[src/rtl/cordic_pkg.sv]
// Shared constants for the CORDIC rotation datapath: arctangent table,
// iteration count, inverse gain and the output saturation helper.
package cordic_pkg;

    localparam int ITER  = 32;
    localparam int LUT_W = 32;

    localparam logic [31:0] CORDIC_K_INV = 32'h26DD_3B6A;

    // Binary-angle arctangents, full circle = 2^32.
    localparam logic [31:0] ATAN_LUT [0:31] = '{
        32'h2000_0000, 32'h12E4_051E, 32'h09FB_385B, 32'h0511_11D4,
        32'h028B_0D43, 32'h0145_D7E1, 32'h00A2_F61E, 32'h0051_7C55,
        32'h0028_BE53, 32'h0014_5F2F, 32'h000A_2F98, 32'h0005_17CC,
        32'h0002_8BE6, 32'h0001_45F3, 32'h0000_A2FA, 32'h0000_517D,
        32'h0000_28BE, 32'h0000_145F, 32'h0000_0A30, 32'h0000_0518,
        32'h0000_028C, 32'h0000_0146, 32'h0000_00A3, 32'h0000_0051,
        32'h0000_0029, 32'h0000_0014, 32'h0000_000A, 32'h0000_0005,
        32'h0000_0003, 32'h0000_0001, 32'h0000_0001, 32'h0000_0000
    };

    function automatic logic signed [63:0] sat_clamp(input logic signed [63:0] v,
                                                     input int unsigned w);
        logic signed [63:0] hi;
        logic signed [63:0] lo;
        logic signed [63:0] r;
        hi = (64'sd1 <<< (w - 32'd1)) - 64'sd1;
        lo = -(64'sd1 <<< (w - 32'd1));
        if (v > hi) begin
            r = hi;
        end else if (v < lo) begin
            r = lo;
        end else begin
            r = v;
        end
        return r;
    endfunction

endpackage

[src/rtl/cordic_result_fifo.sv]
// Two-entry result buffer; head data comes straight from storage so it holds
// steady under back-pressure.
module cordic_result_fifo
    import cordic_pkg::*;
#(
    parameter int DW = 64
) (
    input  logic          clk,
    input  logic          rst,
    input  logic          push,
    input  logic [DW-1:0] push_data,
    output logic          out_valid,
    input  logic          out_ready,
    output logic [DW-1:0] out_data,
    output logic [1:0]    count
);

    logic [DW-1:0] mem_q [0:1];
    logic [DW-1:0] mem_d [0:1];
    logic          rd_ptr_q, rd_ptr_d;
    logic [1:0]    count_q, count_d;
    logic          pop_s;
    logic          wr_ptr_s;

    // Next-state for storage, read pointer and occupancy.
    always_comb begin
        pop_s    = (count_q != 2'd0) && out_ready;
        wr_ptr_s = rd_ptr_q ^ count_q[0];
        for (int i = 0; i < 2; i++) begin
            mem_d[i] = (push && (wr_ptr_s == 1'(i))) ? push_data : mem_q[i];
        end
        rd_ptr_d = pop_s ? ~rd_ptr_q : rd_ptr_q;
        case ({push, pop_s})
            2'b10:   count_d = count_q + 2'd1;
            2'b01:   count_d = count_q - 2'd1;
            default: count_d = count_q;
        endcase
    end

    // State registers.
    always_ff @(posedge clk) begin
        if (rst) begin
            mem_q[0] <= {DW{1'b0}};
            mem_q[1] <= {DW{1'b0}};
            rd_ptr_q <= 1'b0;
            count_q  <= 2'd0;
        end else begin
            mem_q[0] <= mem_d[0];
            mem_q[1] <= mem_d[1];
            rd_ptr_q <= rd_ptr_d;
            count_q  <= count_d;
        end
    end

    assign out_valid = (count_q != 2'd0);
    assign out_data  = mem_q[rd_ptr_q];
    assign count     = count_q;

    cordic_result_fifo_chk u_chk (
        .clk   (clk),
        .rst   (rst),
        .push  (push),
        .count (count_q)
    );

endmodule

[src/rtl/cordic_result_fifo_chk.sv]
// Protocol checker for the result buffer: a push must always find a free slot.
module cordic_result_fifo_chk (
    input logic       clk,
    input logic       rst,
    input logic       push,
    input logic [1:0] count
);

    a_no_push_when_full: assert property (@(posedge clk) disable iff (rst) push |-> (count != 2'd2));

endmodule

[src/rtl/cordic_rotate_dp.sv]
// Iterative CORDIC rotation datapath paced by cordic_fsm: quadrant pre-rotation
// on accept, one micro-rotation per running cycle, saturated capture on done.
module cordic_rotate_dp
    import cordic_pkg::*;
#(
    parameter int W  = 32,
    parameter int IW = W + 2
) (
    input  logic                clk,
    input  logic                rst,
    input  logic                in_valid,
    output logic                in_ready,
    input  logic signed [W-1:0] in_angle,
    input  logic signed [W-1:0] in_mag,
    output logic                start,
    input  logic [4:0]          iter_cnt,
    input  logic                done,
    output logic                out_valid,
    input  logic                out_ready,
    output logic signed [W-1:0] out_cos,
    output logic signed [W-1:0] out_sin
);

    logic signed [IW-1:0] x_q, x_d, y_q, y_d;
    logic signed [IW-1:0] x_sh_s, y_sh_s, mag_ext_s;
    logic signed [W-1:0]  z_q, z_d, atan_s;
    logic                 busy_q, busy_d;
    logic                 start_q, start_d;
    logic                 running_q, running_d;
    logic                 accept_s, quad_s, push_s;
    logic [1:0]           count_s;
    logic [2*W-1:0]       push_data_s, head_s;

    assign in_ready = !busy_q && (count_s < 2'd2);

    // Accept/pre-rotation, micro-rotation step and control next-state.
    always_comb begin
        accept_s  = in_valid && in_ready;
        quad_s    = in_angle[W-1] ^ in_angle[W-2];
        mag_ext_s = IW'(in_mag);
        x_sh_s    = x_q >>> iter_cnt;
        y_sh_s    = y_q >>> iter_cnt;
        atan_s    = W'(ATAN_LUT[iter_cnt] >> (LUT_W - W));
        push_s    = done && busy_q;
        push_data_s = {W'(sat_clamp(64'(x_q), W)), W'(sat_clamp(64'(y_q), W))};

        if (accept_s) begin
            x_d = quad_s ? -mag_ext_s : mag_ext_s;
            y_d = {IW{1'b0}};
            z_d = quad_s ? (in_angle ^ {1'b1, {(W-1){1'b0}}}) : in_angle;
        end else if (running_q) begin
            if (!z_q[W-1]) begin
                x_d = x_q - y_sh_s;
                y_d = y_q + x_sh_s;
                z_d = z_q - atan_s;
            end else begin
                x_d = x_q + y_sh_s;
                y_d = y_q - x_sh_s;
                z_d = z_q + atan_s;
            end
        end else begin
            x_d = x_q;
            y_d = y_q;
            z_d = z_q;
        end

        start_d = accept_s;

        if (start_q) begin
            running_d = 1'b1;
        end else if (running_q && (iter_cnt == 5'(ITER - 1))) begin
            running_d = 1'b0;
        end else begin
            running_d = running_q;
        end

        // busy reserves a buffer slot from accept until the result is pushed.
        if (accept_s) begin
            busy_d = 1'b1;
        end else if (push_s) begin
            busy_d = 1'b0;
        end else begin
            busy_d = busy_q;
        end
    end

    // Datapath and control registers.
    always_ff @(posedge clk) begin
        if (rst) begin
            x_q       <= {IW{1'b0}};
            y_q       <= {IW{1'b0}};
            z_q       <= {W{1'b0}};
            busy_q    <= 1'b0;
            start_q   <= 1'b0;
            running_q <= 1'b0;
        end else begin
            x_q       <= x_d;
            y_q       <= y_d;
            z_q       <= z_d;
            busy_q    <= busy_d;
            start_q   <= start_d;
            running_q <= running_d;
        end
    end

    assign start = start_q;

    cordic_result_fifo #(.DW(2 * W)) u_fifo (
        .clk       (clk),
        .rst       (rst),
        .push      (push_s),
        .push_data (push_data_s),
        .out_valid (out_valid),
        .out_ready (out_ready),
        .out_data  (head_s),
        .count     (count_s)
    );

    assign out_cos = head_s[2*W-1:W];
    assign out_sin = head_s[W-1:0];

endmodule

[config.mk]
export PLATFORM = sky130hd
export DESIGN_NAME = cordic_rotate_dp
export DESIGN_NICKNAME = d
export VERILOG_FILES = /design/src/rtl/cordic_pkg.sv /design/src/rtl/cordic_result_fifo.sv /design/src/rtl/cordic_result_fifo_chk.sv /design/src/rtl/cordic_rotate_dp.sv
export SDC_FILE = /design/constraint.sdc
export NUM_CORES = 1
export LEC_CHECK = 0
export BUFFER_PORTS_ARGS = -buffer_cell sky130_fd_sc_hd__buf_2
export CAP_MARGIN = 20
export CORE_ASPECT_RATIO = 0.7
export CORE_UTILIZATION = 30
export DETAILED_ROUTE_END_ITERATION = 8
export SLEW_MARGIN = 20
export SYNTH_ARGS = -nofsm -noshare
export SYNTH_HDL_FRONTEND = slang
export SYNTH_SLANG_ARGS = --single-unit
[constraint.sdc]
create_clock -name clk -period 13.8 [get_ports clk]
set_input_delay 0.69 -clock clk [delete_from_list [all_inputs] [get_ports clk]]
set_output_delay 0.69 -clock clk [all_outputs]
set_load 0.05 [all_outputs]
---- After elaboration in Yosys (flattened, before gate mapping) ----
Memory sizes are Yosys's and may differ from the RTL's. A register that Yosys moved wholly into a read port is not among the register bits.
Cells that the tools add are included.
word-level totals
  bits in registers ....................... 106
  bits in writable memories ............... 128
  memory bits (read-only) ................. 1024
  input port bits ......................... 74
  output and inout port bits .............. 67
  logic and storage cells ................. 85
  memories ................................ 2
cells by class
  $add $sub $neg .......................... 9
  magnitude comparators ................... 6
  eq/ne operators ......................... 5
  shift operators ......................... 2
  muxes and demuxes ....................... 29
  bitwise logic cells ..................... 8
  reduce and logical (&&, ||, !) cells .... 16
memory list
  memory            words  bits a word  rd ports  clocked after memory_dff  wr ports  RTL line                  text
  (name not given)  32     32           1         0                         0         cordic_rotate_dp.sv:43    atan_s = W'(ATAN_LUT[iter_cnt] >> (LUT_W - W));
  u_fifo.mem_q      2      64           1         1                         2         cordic_result_fifo.sv:18  logic [DW-1:0] mem_q [0:1];
operators by type and width
  cell                    number
  $mux W32                10
  $mux W64                4
  $mux W34                5
  $add A34 B34 Y34        2
  $gt A34 B32 Y1 const B  2
  $lt A34 B32 Y1 const B  2
  $sshr A34 B5 Y34        2
  $sub A34 B34 Y34        2
  $neg A32 Y34            1
  $add A32 B32 Y32        1
  $sub A32 B32 Y32        1
  $reduce_bool A2 Y1      5
  $mux W1                 9
  $logic_and A1 B1 Y1     7
  $ge A6 B6 Y1 const B    1
  $not A5 Y6              1
  $eq A5 B5 Y1 const B    1
  $pmux W2 S2             1
  $reduce_and A2 Y1       2
  $not A1 Y1              3
  $add A2 B1 Y2 const B   1
  $eq A2 B1 Y1 const B    1
  $eq A2 B2 Y1 const B    1
  $lt A2 B2 Y1 const B    1
  other kinds (6)         9

---- Depth between registers and ports, before layout ----
Gate-level depths: netlist of run 1.
  word-level depth ........................ 8
  gate-level depth with buffers ........... 32
  mapped depth without buffers ............ 23

---- Hierarchy ----
From an unflattened synthesis of run 1, not the netlist that was laid out.
second synthesis, totals
  cell total of the unflattened synthesis .. 2621
  area, all modules ....................... 23030.8 um2
modules (own cells, without submodules)
  module              times used  cells each  area each (um2)  seq. area each (um2)
  cordic_rotate_dp    1           2331        17814.6          2062.0
  cordic_result_fifo  1           290         5216.3           3923.8

---- Least setup slack after synthesis of run 1 ----
OpenSTA, ideal clock, no wires.
  path type ............................... in2reg
  start point ............................. input iter_cnt[1]
  end point ............................... register z_q[30]
  library setup time ...................... 0.059 ns
  arrival ................................. 6.455 ns
  required time ........................... 13.741 ns
  slack ................................... 7.286 ns
  stages .................................. 28
  buffers on the path ..................... 7
  cell sequence ........................... buf_6 buf_8 buf_6 buf_12 buf_8 clkinv_1 ha_1 clkbuf_1 or2_2 mux4_2 a221o_1 nand4bb_1 nor4_1 nand3b_1 and2_1 buf_2 xor2_1 ha_1 a21o_1 a21o_1 a21oi_1 inv_1 o2bb2ai_1 a21oi_1 o21ai_0 a221o_1 a2111oi_0 o221a_2
on the way
  word-level cells in the longest chain between the ends .. 8
  elaborated cells on any way between the ends .. 9
  those cells by class .................... 2 x add/sub; 5 x mux; 1 x bitwise; 1 x memory
ends and longest elaborated chain
  element                                               RTL line                                        text
  start: declaration                                    cordic_rotate_dp.sv:16                          input logic [4:0] iter_cnt,
  $not A5 Y6 (not written as such) (*)                  cordic_rotate_dp.sv:43
  $mem_v2 Z32 W32 (*)                                   n/a
  $mux W32 (not written as such) (*) (2 in series)      cordic_rotate_dp.sv:43
  $sub A32 B32 Y32 or $add A32 B32 Y32 (tied branches)  cordic_rotate_dp.sv:55, cordic_rotate_dp.sv:59
  $mux W32 (*)                                          cordic_rotate_dp.sv:52                          if (!z_q[W-1]) begin
  $mux W32 (*)                                          cordic_rotate_dp.sv:51                          end else if (running_q) begin
  $mux W32 (*)                                          cordic_rotate_dp.sv:47                          if (accept_s) begin
  end signal: assignment                                cordic_rotate_dp.sv:92                          z_q <= {W{1'b0}};
  end signal: assignment                                cordic_rotate_dp.sv:99                          z_q <= z_d;
  end: declaration                                      cordic_rotate_dp.sv:26                          logic signed [W-1:0] z_q, z_d, atan_s;
Every way passes the cells marked *; elsewhere a longest branch is shown, timed or not. The select of a mux whose other input is x is not followed.
A chain may end at the register's enable or synchronous reset.

---- Worst setup path in the final report of run 1 ----
Ends and elaborated chain as after synthesis.

==> results of run 1 <==
==> through the flow <==
stage | instances | total power, mW | hold WS, ns | cell area (µm²) | worst slack (ns)
6_report | 3594 | 3.264 | 0.3392 | 25290 | 6.100
5_1_grt | 3594 | 3.447 | 0.3434 | 25290 | 5.576
4_1_cts | 3594 | 3.254 | 0.3156 | 25290 | 6.199
3_5_place_dp | 3542 | 2.495 | 0.4570 | 24380 | 5.605
3_3_place_gp | 3542 | 2.504 | 0.4531 | 24380 | 5.728
2_1_floorplan | 2555 | 2.100 | 0.4564 | 23070 | 7.286
==> sequential cells by signal, indices dropped and copies added, names as in the netlist, named ones only <==
signal / flops
u_fifo.mem_q: 128
u_fifo.rd_ptr_q: 1
running_q: 1
u_fifo.count: 2
z_q: 32
busy_q: 1
y_q: 34
x_q: 34
start: 1
==> cells in the final DEF, fill, tap and decap left out, types with 87 or more instances in the layout <==
cell / instances
a21oi_1: 218
buf_2: 135
dfxtp_1: 104
edfxtp_1: 128
ha_1: 109
mux2_2: 87
nand2_1: 199
nor2_1: 241
o21a_1: 98
o21ai_0: 101
xnor2_1: 102
xor2_1: 90
==> critical path, cell delays in order <==
cell and delay [ns]:
buf_4 0.50, buf_4 0.78, clkinv_1 0.59, ha_1 0.47, or2_2 0.32, mux4_2 0.48, a221o_1 0.38, nand4bb_1 0.24
nor4_1 0.32, nand3b_1 0.14, and2_1 0.38, xor2_1 0.25, ha_1 0.38, a21o_1 0.22, a21o_1 0.17, a21oi_1 0.27
o2bb2ai_1 0.14, a21oi_1 0.15, o21ai_0 0.18, a221o_1 0.42, a2111oi_0 0.41, o221a_2 0.25
==> cells by family after synthesis <==
logic type	share of synthesized area, %
xor+xnor	7.326
simple gates	14.88
compound gates	22.96
flops	25.94
mux	17.62
buf+inv	5.102
fa+ha+maj	6.171
==> power breakdown <==
group	internal (mW)	total (mW)	leakage, nW	switching [mW]
registers	0.807	0.913	2.21	0.106
clock network	0.423	0.745	0.444	0.322
logic	0.615	1.61	7.22	0.991
==> final timing paths <==
path / start / to / cells past startpoint
min: in_angle[26] / z_q[26] / 2
max reg2reg: y_q[31] / x_q[32] / 20
min reg2reg: start / running_q / 2
max: iter_cnt[1] / z_q[30] / 22
==> layer usage <==
layer	track usage (%)	vias to the layer above	wire length, µm
met3	3.589	115	6868
met2	28.83	925	32920
li1	-	9729	-
met4	4.032	2	1671
met5	0	-	8
met1	29.11	10130	37100
==> cell type report <==
cell class                      instances  area, µm²
Fill cell                            7835      50280
Multi-Input combinational cell       2089      15980
Sequential cell                       235       5992
Tap cell                              989       1237
Timing Repair Buffer                  173      960.9
Clock buffer                           42      803.3
Inverter                               56      210.2
Clock inverter                         10      111.4
==> results.md, run 1 <==
* Status: completed
* Total gr overflow at 0
* Clk sinks at 235
* Yosys reg bits at 235
* Mapped cell area at roughly 0.023 mm²
* Vias at 20,900
* Yosys top cell by area: edfxtp_1
* Final setup TNS at 0 ns
* Final worst-path cycle share at 55.80%
* Global-route wire length before repair at 119,500 µm
* Post-synth EDFFs at 128
* RD Place Congestion at 0.9664
* Area share of the largest cell type after synthesis at 16.66%
* Total Routing Usage GR at around 19%
* Slew Viols, Final at 0
* Most common cell in the netlist: nor2_1
* Worst Path Arrival at 8.23 ns
* Layout cells sized above 1 at 16.78%
* 1st-pass router iterations at 6
* # port buffers at 140
* Slew headroom at 28.81%
* WS Path Type: input pin to register
* FMAX at 129.9 MHz
* Clock skew at 0.03186 ns
* CTS tree: yes
* Max_cap viols at 0
* Synth Area per Inst at 9.031 µm²
* Final Setup Violations at 0
* Net Count, Synth at 2,741
* Vias in the first global route at 19,100
* Setup bufs post-CTS at 0
* Net count, final at ~2,800
* Post-DR vias/cell at 5.816
* # IOs at 141
* H-tree depth at 1
* Ys flop type: edfxtp_1
* Die width at 333.5 µm
* WL per Instance at 21.86 µm
* Starting Density at between 30% and 40%
* Largest net degree at the start of global routing at 80
* Commonest cells in the netlist: 243 x nor2_1, 218 x a21oi_1, 201 x nand2_1
* Synth warn at 0
* Bufs on Longest Clock Path at 3
* Cell Pwr Density at between 100 and 150 mW/mm²
* Worst Hold Class: input pin to register
* Hold_buf cts at 0
* HPWL after DPL at 57,720 µm
* CTS clk-pin slew, worst paths at 0.06 ns
* Final Hold Fails at 0
* CTS Buf Count at 28
* Cell Rows at 84
* Crit Path Max Fanout at 66
* Max VDD drop at 89.41 µV
* Post-route ant nets at 0
* Slew @ Worst Pin at 1.057 ns
* Async SR Flop Fraction at 0%
* Leakage power at 9.875 nW
* Layout Utilization at roughly 33%
* Mapped Cells at between 2,000 and 3,000
* RSZ-0062 raised after global routing: false
* Req. time, crit path at about 14 ns
* Core Region at 0.07557 mm²
* DRT iter0 DRCs at 2,389
* Minimum clock period at between 7 and 8 ns
* Root buf cell: clkbuf_16
* Critical Path Start Type: input pin
* Synth top area cells: edfxtp_1 17%, dfxtp_1 9.3%, mux4_2 7.2%
* Final wirelength at about 79,000 µm
* Die height at 234.0 µm
* Seq/Total Area, Yosys at 25.94%
* R2r setup slk at roughly 7 ns
* Post_cts resized at 0
* Ant diodes at 0
* DRC viols at 0
* Die area at 0.07805 mm²
* Area growth syn-to-layout at 9.609%
* CP Capture Type: register
* Yosys cell types at 99
* Clock latency at the later pin of the worst-skew pair at 0.60 ns
* Initial antenna violation count at 1
Note: power is estimated with default switching activity, not from simulation.
==> inputs of run 2 (changes only) <==
==> constraint.sdc (replaced) <==
create_clock -name clk -period 7.75 [get_ports clk]
set_input_delay 0.3875 -clock clk [delete_from_list [all_inputs] [get_ports clk]]
set_output_delay 0.3875 -clock clk [all_outputs]
set_load 0.05 [all_outputs]
==> run 2 against run 1 <==
Sequential share of layout area is 0.20 points lower. Critical path depth is 1 higher. Via count is 0.14% lower. Clock power is 89% higher. Register-to-register slack worse by 5.7 ns. Utilization is 0.28 points higher. Cell count is 0.50% higher. Die area stayed put. Cell area is 0.85% higher. Clock skew is 0.013 ns lower. First-iteration DRC count is 2.4% lower. Critical endpoint is now x_q[32]. Largest cell class unchanged. Highest routed layer is now met4.
==> results.md, run 2 (same netlist as run 1, synthesis figures left out) <==
* Worst reg2reg path depth at 23 (+15%)
* WL per Instance at 22.11 µm (+1.2%)
* # IOs at 141 (unchanged)
* Most common cell after layout, fill and taps aside: nor2_1
* Worst setup margin at 1.286 ns (-4.814 ns)
* R2r setup slk at 1.29 ns (-5.71 ns)
* CP Cell Sequence: mux4_2 -> mux2_2 -> mux2i_1 -> nor2_1 -> a21oi_1 -> ha_1 -> nand2_1 -> a211oi_1 -> buf_4 -> and2_1 -> nand2_1 -> a32oi_1 -> o211ai_1 -> ha_1 -> a21o_1 -> a21oi_1 -> nand2_1 -> o21ai_0 -> o21ai_0 -> a311o_1 -> a2111oi_0 -> nor4_1 -> o31a_1
* Slew Viols, Final at 0 (unchanged)
* Max stage delay cell, worst path: mux4_2
* Layout Utilization at 33.75% (+0.28 points)
* DRT iter0 DRCs at 2,332 (-2.4%)
* CP top delay family: compound AO/OA/AOI/OAI gates
* Final wirelength at 79,880 µm (+1.7%)
* Worst Setup EP: x_q[32]
* Met1 Usage GRT at 29.44% (+0.33 points)
* Die width at 333.5 µm (unchanged)
* Total Routing Usage GR at 19.94% (+0.47 points)
* Post-route ant nets at 0 (unchanged)
* Global-route wire length before repair at 121,300 µm (+1.5%)
* Vias in the first global route at 19,220 (+0.62%)
* Largest net degree at the start of global routing at 104 (+30%)
* Post_cts resized at 0 (unchanged)
* Crit-path most repeated cell: nand2_1
* Sequential cell area at 0.005992 mm² (unchanged)
* Cell Rows at 84 (unchanged)
* Final Setup Violations at 0 (unchanged)
* Die height at 234.0 µm (unchanged)
* Clock latency at the later pin of the worst-skew pair at 0.60 ns (about the same)
* Slowest cell delay on critical path at 0.62 ns (-0.16 ns)
* Setup bufs post-CTS at 0 (unchanged)
* Minimum clock period at 6.464 ns
* CP bufs+invs at 1 (-2)
* Bufs on Longest Clock Path at 3 (unchanged)
* Hold_buf cts at 0 (unchanged)
* Clk sinks at 235 (unchanged)
* Global route hottest layer: met1
* Req. time, crit path at 8.25 ns (-6.08 ns)
* Largest register FFs at 128 (unchanged)
* Met3 Track Usage GR at 5.135% (+1.5 points)
* Largest regs: u_fifo.mem_q (128), x_q (34), y_q (34)
* Starting Density at 30.54% (unchanged)
* Worst Hold Class: input pin to register
* Crit path depth at 23 (+4.5%)
* Crit Path Max Fanout at 8 (-88%)
* Root buf cell: clkbuf_16
* Final setup TNS at 0 ns (unchanged)
* Final Hold Fails at 0 (unchanged)
* M2 GR Usage at 28.82% (about the same)
* Max VDD drop at 166.1 µV (+86%)
* Die area at 0.07805 mm² (unchanged)
* Status: completed
* Total gr overflow at 0 (unchanged)
* Net count, final at 2,784 (+0.54%)
* Layout cells sized above 1 at 17.36% (+0.58 points)
* Overall power at 5.928 mW (+82%)
* Fillcell total at 7,827 (-0.10%)
* Core Region at 0.07557 mm² (unchanged)
* Dpl ws at 1.041 ns (-4.565 ns)
* Slew @ Worst Pin at 0.9457 ns (-0.1110 ns)
* Leakage power at 9.977 nW (+1.0%)
* 1st-pass router iterations at 6 (unchanged)
* CTS tree: yes
* Clock skew at 0.01860 ns (-0.01326 ns)
* R2r startpoint: y_q[30]
* Post-DR vias/cell at 5.779 (-0.64%)
* Max_cap viols at 0 (unchanged)
* Multi-input gate area at 0.01598 mm² (unchanged)
* R2R Path End: x_q[32]
* # port buffers at 140 (unchanged)
* Most flop-heavy register: u_fifo.mem_q
* CTS Buf Count at 29 (+3.6%)
* CTS clk-pin slew, worst paths at 0.07 ns (about the same)
* Worst Path Arrival at 6.96 ns (-1.27 ns)
* Area growth syn-to-layout at 10.54%
* Vias at 20,870 (-0.14%)
* Cell Pwr Density at 232.4 mW/mm² (+80%)
* FMAX at 154.7 MHz
* WS Path Type: register to register
* RD Place Congestion at 1.018 (+5.4%)
* HPWL after DPL at 59,330 µm (+2.8%)
* Crit. Startpoint: y_q[30]
* Initial antenna violation count at 2 (+1)
* DRC viols at 0 (unchanged)
* Most frequent cells in the layout: 241 x nor2_1, 218 x a21oi_1, 199 x nand2_1
* CP Capture Type: register
* Slew headroom at 36.29% (+7.5 points)
* Critical Path Start Type: register
* Final worst-path cycle share at 83.41%
* RSZ-0062 raised after global routing: false
* H-tree depth at 1 (unchanged)
## run 2: worst min path at each step
stage / cells after the start / to / from / slack, ns
3_3_place_gp: 2 / u_fifo.count[1] / u_fifo.count[1] / 0.49
4_1_cts: 2 / z_q[26] / in_angle[26] / 0.001
6_report: 2 / z_q[26] / in_angle[26] / 0.03
2_1_floorplan: 2 / z_q[20] / z_q[20] / 0.46
3_5_place_dp: 2 / busy_q / busy_q / 0.49
5_1_grt: 2 / z_q[26] / in_angle[26] / 0.03
## run 2: cell type report
cell class	count	share of cell area [%]
multi-input combinational	2089	62.64
sequential	235	23.49
tap	989	4.852
timing repair buffer	187	4.327
clock buffer	34	3.002
clock inverter	20	0.8438
inverter	56	0.8241
antenna	2	0.01962
## run 2: per-layer routing
| layer | vias to the layer above | routed length, µm | part of all wire [%] |
|---|---|---|---|
| li1 | 9789 | - | - |
| met4 | 0 | 1703 | 2.1 |
| met3 | 96 | 7964 | 10 |
| met2 | 928 | 32940 | 41 |
| met1 | 10060 | 37270 | 47 |
| met5 | - | 0 | 0 |
## run 2: metrics by stage
step,cells,hold slack [ns],cell area [µm²]
CTS,3610,0.001265,25500
floorplan,2555,0.4564,23070
finish,3612,0.02858,25510
detailed placement,3556,0.4939,24520
global route,3611,0.03049,25500
global placement,3556,0.4906,24520
## run 2: power by group
group	total (mW)	internal, mW	switching (mW)
Sequential	1.63	1.44	0.198
Combinational	2.88	1.10	1.78
Clock	1.41	0.816	0.598
==> inputs of run 3 (changes only) <==
==> constraint.sdc (replaced) <==
create_clock -name clk -period 5.8 [get_ports clk]
set_input_delay 0.29 -clock clk [delete_from_list [all_inputs] [get_ports clk]]
set_output_delay 0.29 -clock clk [all_outputs]
set_load 0.05 [all_outputs]
==> run 3 against run 2 <==
Clock power increased by 30%. Clock skew increased by 0.013 ns. Combinational power increased by 55%. Via count increased by 6.9%.
==> results.md, run 3 (same netlist as run 1, synthesis figures left out) <==
* Status: completed
* H-tree depth at 1 (unchanged)
* Minimum clock period at 5.589 ns (-0.8751 ns)
* RD Place Congestion at 1.004 (-1.4%)
* Most flop-heavy register: u_fifo.mem_q
* WS Path Type: register to register
* Vias in the first global route at 20,730 (+7.9%)
* Overall power at 8.451 mW (+43%)
* Most frequent cells in the layout: 348 x buf_4, 241 x nor2_1, 217 x a21oi_1
* Worst Hold Class: input pin to register
* Worst setup margin at 0.2110 ns (-1.075 ns)
* Die area at 0.07805 mm² (unchanged)
* CP Capture Type: register
* Cell Pwr Density at 300.3 mW/mm² (+29%)
* HPWL after DPL at 64,860 µm (+9.3%)
* Post-place instance area at 0.02695 mm² (+9.9%)
* Total gr overflow at 0 (unchanged)
* R2r setup slk at 0.21 ns (-1.07 ns)
* Slew headroom at 33.79% (-2.5 points)
* Design area at 0.02815 mm² (+10%)
* Slew Viols, Final at 0 (unchanged)
* Critical Path Start Type: register
* 1st-pass router iterations at 5 (-1)
* Final Hold Fails at 0 (unchanged)
* Clock skew at 0.03138 ns (+0.01279 ns)
* Leakage power at 11.62 nW (+16%)
* # port buffers at 140 (unchanged)
* Clk sinks at 235 (unchanged)
* WL per Instance at 21.49 µm (-2.8%)
* Fillcell total at 7,594 (-3.0%)
* Net count, final at 3,111 (+12%)
* Starting Density at 30.54% (unchanged)
* Most common cell after layout, fill and taps aside: buf_4
* Final Setup Violations at 0 (unchanged)
* Final wirelength at 84,570 µm (+5.9%)
* Largest regs: u_fifo.mem_q (128), x_q (34), y_q (34)
* Setup bufs post-CTS at 0 (unchanged)
* Initial antenna violation count at 2 (unchanged)
* Layout cells sized above 1 at 26.43% (+9.1 points)
* CTS Buf Count at 28 (-3.4%)
* CTS tree: yes
* Crit Path Max Fanout at 7 (-1)
* Req. time, crit path at 6.26 ns (-1.99 ns)
* Worst Path Arrival at 6.05 ns (-0.91 ns)
* Core Region at 0.07557 mm² (unchanged)
* Bufs on Longest Clock Path at 3 (unchanged)
* Max_cap viols at 0 (unchanged)
* Dpl ws at -0.01469 ns (-1.055 ns)
* Clock latency at the later pin of the worst-skew pair at 0.60 ns (about the same)
* Final worst-path cycle share at 96.36% (+13 points)
* Global-route wire length before repair at 128,200 µm (+5.7%)
* Largest register FFs at 128 (unchanged)
* FMAX at 178.9 MHz (+16%)
* Vias at 22,310 (+6.9%)
* Post-route ant nets at 0 (unchanged)
* Total Routing Usage GR at 21.10% (+1.2 points)
* DRT iter0 DRCs at 2,840 (+22%)
* # IOs at 141 (unchanged)
* CTS clk-pin slew, worst paths at 0.06 ns (about the same)
* Slew @ Worst Pin at 0.9932 ns (+0.04747 ns)
* Area growth syn-to-layout at 21.98%
* Post-DR vias/cell at 5.668 (-1.9%)
* Cell Rows at 84 (unchanged)
* Largest net degree at the start of global routing at 89 (-14%)
* Die height at 234.0 µm (unchanged)
* DRC viols at 0 (unchanged)
* Ant diodes at 0 (-2)
* Die width at 333.5 µm (unchanged)
* Root buf cell: clkbuf_16
* Max VDD drop at 214.2 µV (+29%)
-- run 3: cell count changes in the layout (fill, tap and decap cells not counted), sizes merged, moves of 2 or more --
cell         delta
diode           -2
inv             -2
clkbuf          +2
dlygate4sd3    +21
buf           +307
clkinvlp        -2
-- run 3: worst max-delay path: stages, from the launching register on --
cell       delay, ns
dfxtp_1         0.45
mux4_2          0.54
buf_4           0.16
mux4_1          0.57
nor2_1          0.16
o21a_1          0.16
a32oi_1         0.10
nor2b_1         0.19
a21oi_1         0.10
xnor2_1         0.35
ha_1            0.32
a21o_1          0.16
a21o_1          0.18
a21oi_1         0.20
o22ai_1         0.18
o21ai_0         0.20
buf_4           0.15
o21ai_1         0.13
a311o_1         0.40
a2111oi_1       0.41
nor4_1          0.10
o31a_1          0.24
-- run 3: final timing paths --
check,from,endpoint,depth (start not counted)
setup reg to reg,y_q[18],x_q[32],21
hold reg to reg,z_q[20],z_q[20],2
setup / recovery,y_q[18],x_q[32],21
hold / removal,in_angle[9],z_q[9],3
-- run 3: area by class of cell --
class                           count  area [µm²]  area share [%]
Multi-Input combinational cell   2089       16020           56.93
Tap cell                          989        1237           4.397
Sequential cell                   235        5997           21.31
Clock buffer                       36       792.0           2.814
Inverter                           56       215.2          0.7646
Clock inverter                     16       162.7          0.5779
Timing Repair Buffer              515        3719           13.21
-- run 3: per-stage QoR --
stage	hold WS [ns]	cells	setup TNS (ns)	util (%)
2_1_floorplan	0.4000	2555	0	-
3_3_place_gp	0.4884	3863	0	35.66
3_5_place_dp	0.4901	3863	-0.02882	35.66
4_1_cts	0.003162	3936	0	37.20
5_1_grt	0.03424	3936	-0.01784	37.25
6_report	0.02191	3936	0	37.25
-- run 3: metal layers --
| layer | share of wire [%] | vias up | global-route usage (%) |
|---|---|---|---|
| met1 | 47 | 10730 | 31.79 |
| met2 | 41 | 1063 | 30.96 |
| met5 | 0.020 | - | 0 |
| met4 | 1.9 | 2 | 4.306 |
| met3 | 9.6 | 107 | 3.920 |
| li1 | - | 10410 | - |
-- run 3: repair_timing --
item / CTS / global route
resized for setup: 0 / 14
setup endpoints to repair: 0 / 10
endpoints found under the hold margin: 21 / 0
hold buffers: 21 / 0
-- run 3: where the power goes --
part / internal, mW / total, mW / switching [mW]
clock network: 1.06 / 1.84 / 0.777
logic: 1.91 / 4.46 / 2.55
registers: 1.92 / 2.16 / 0.235
total: 4.89 / 8.45 / 3.56
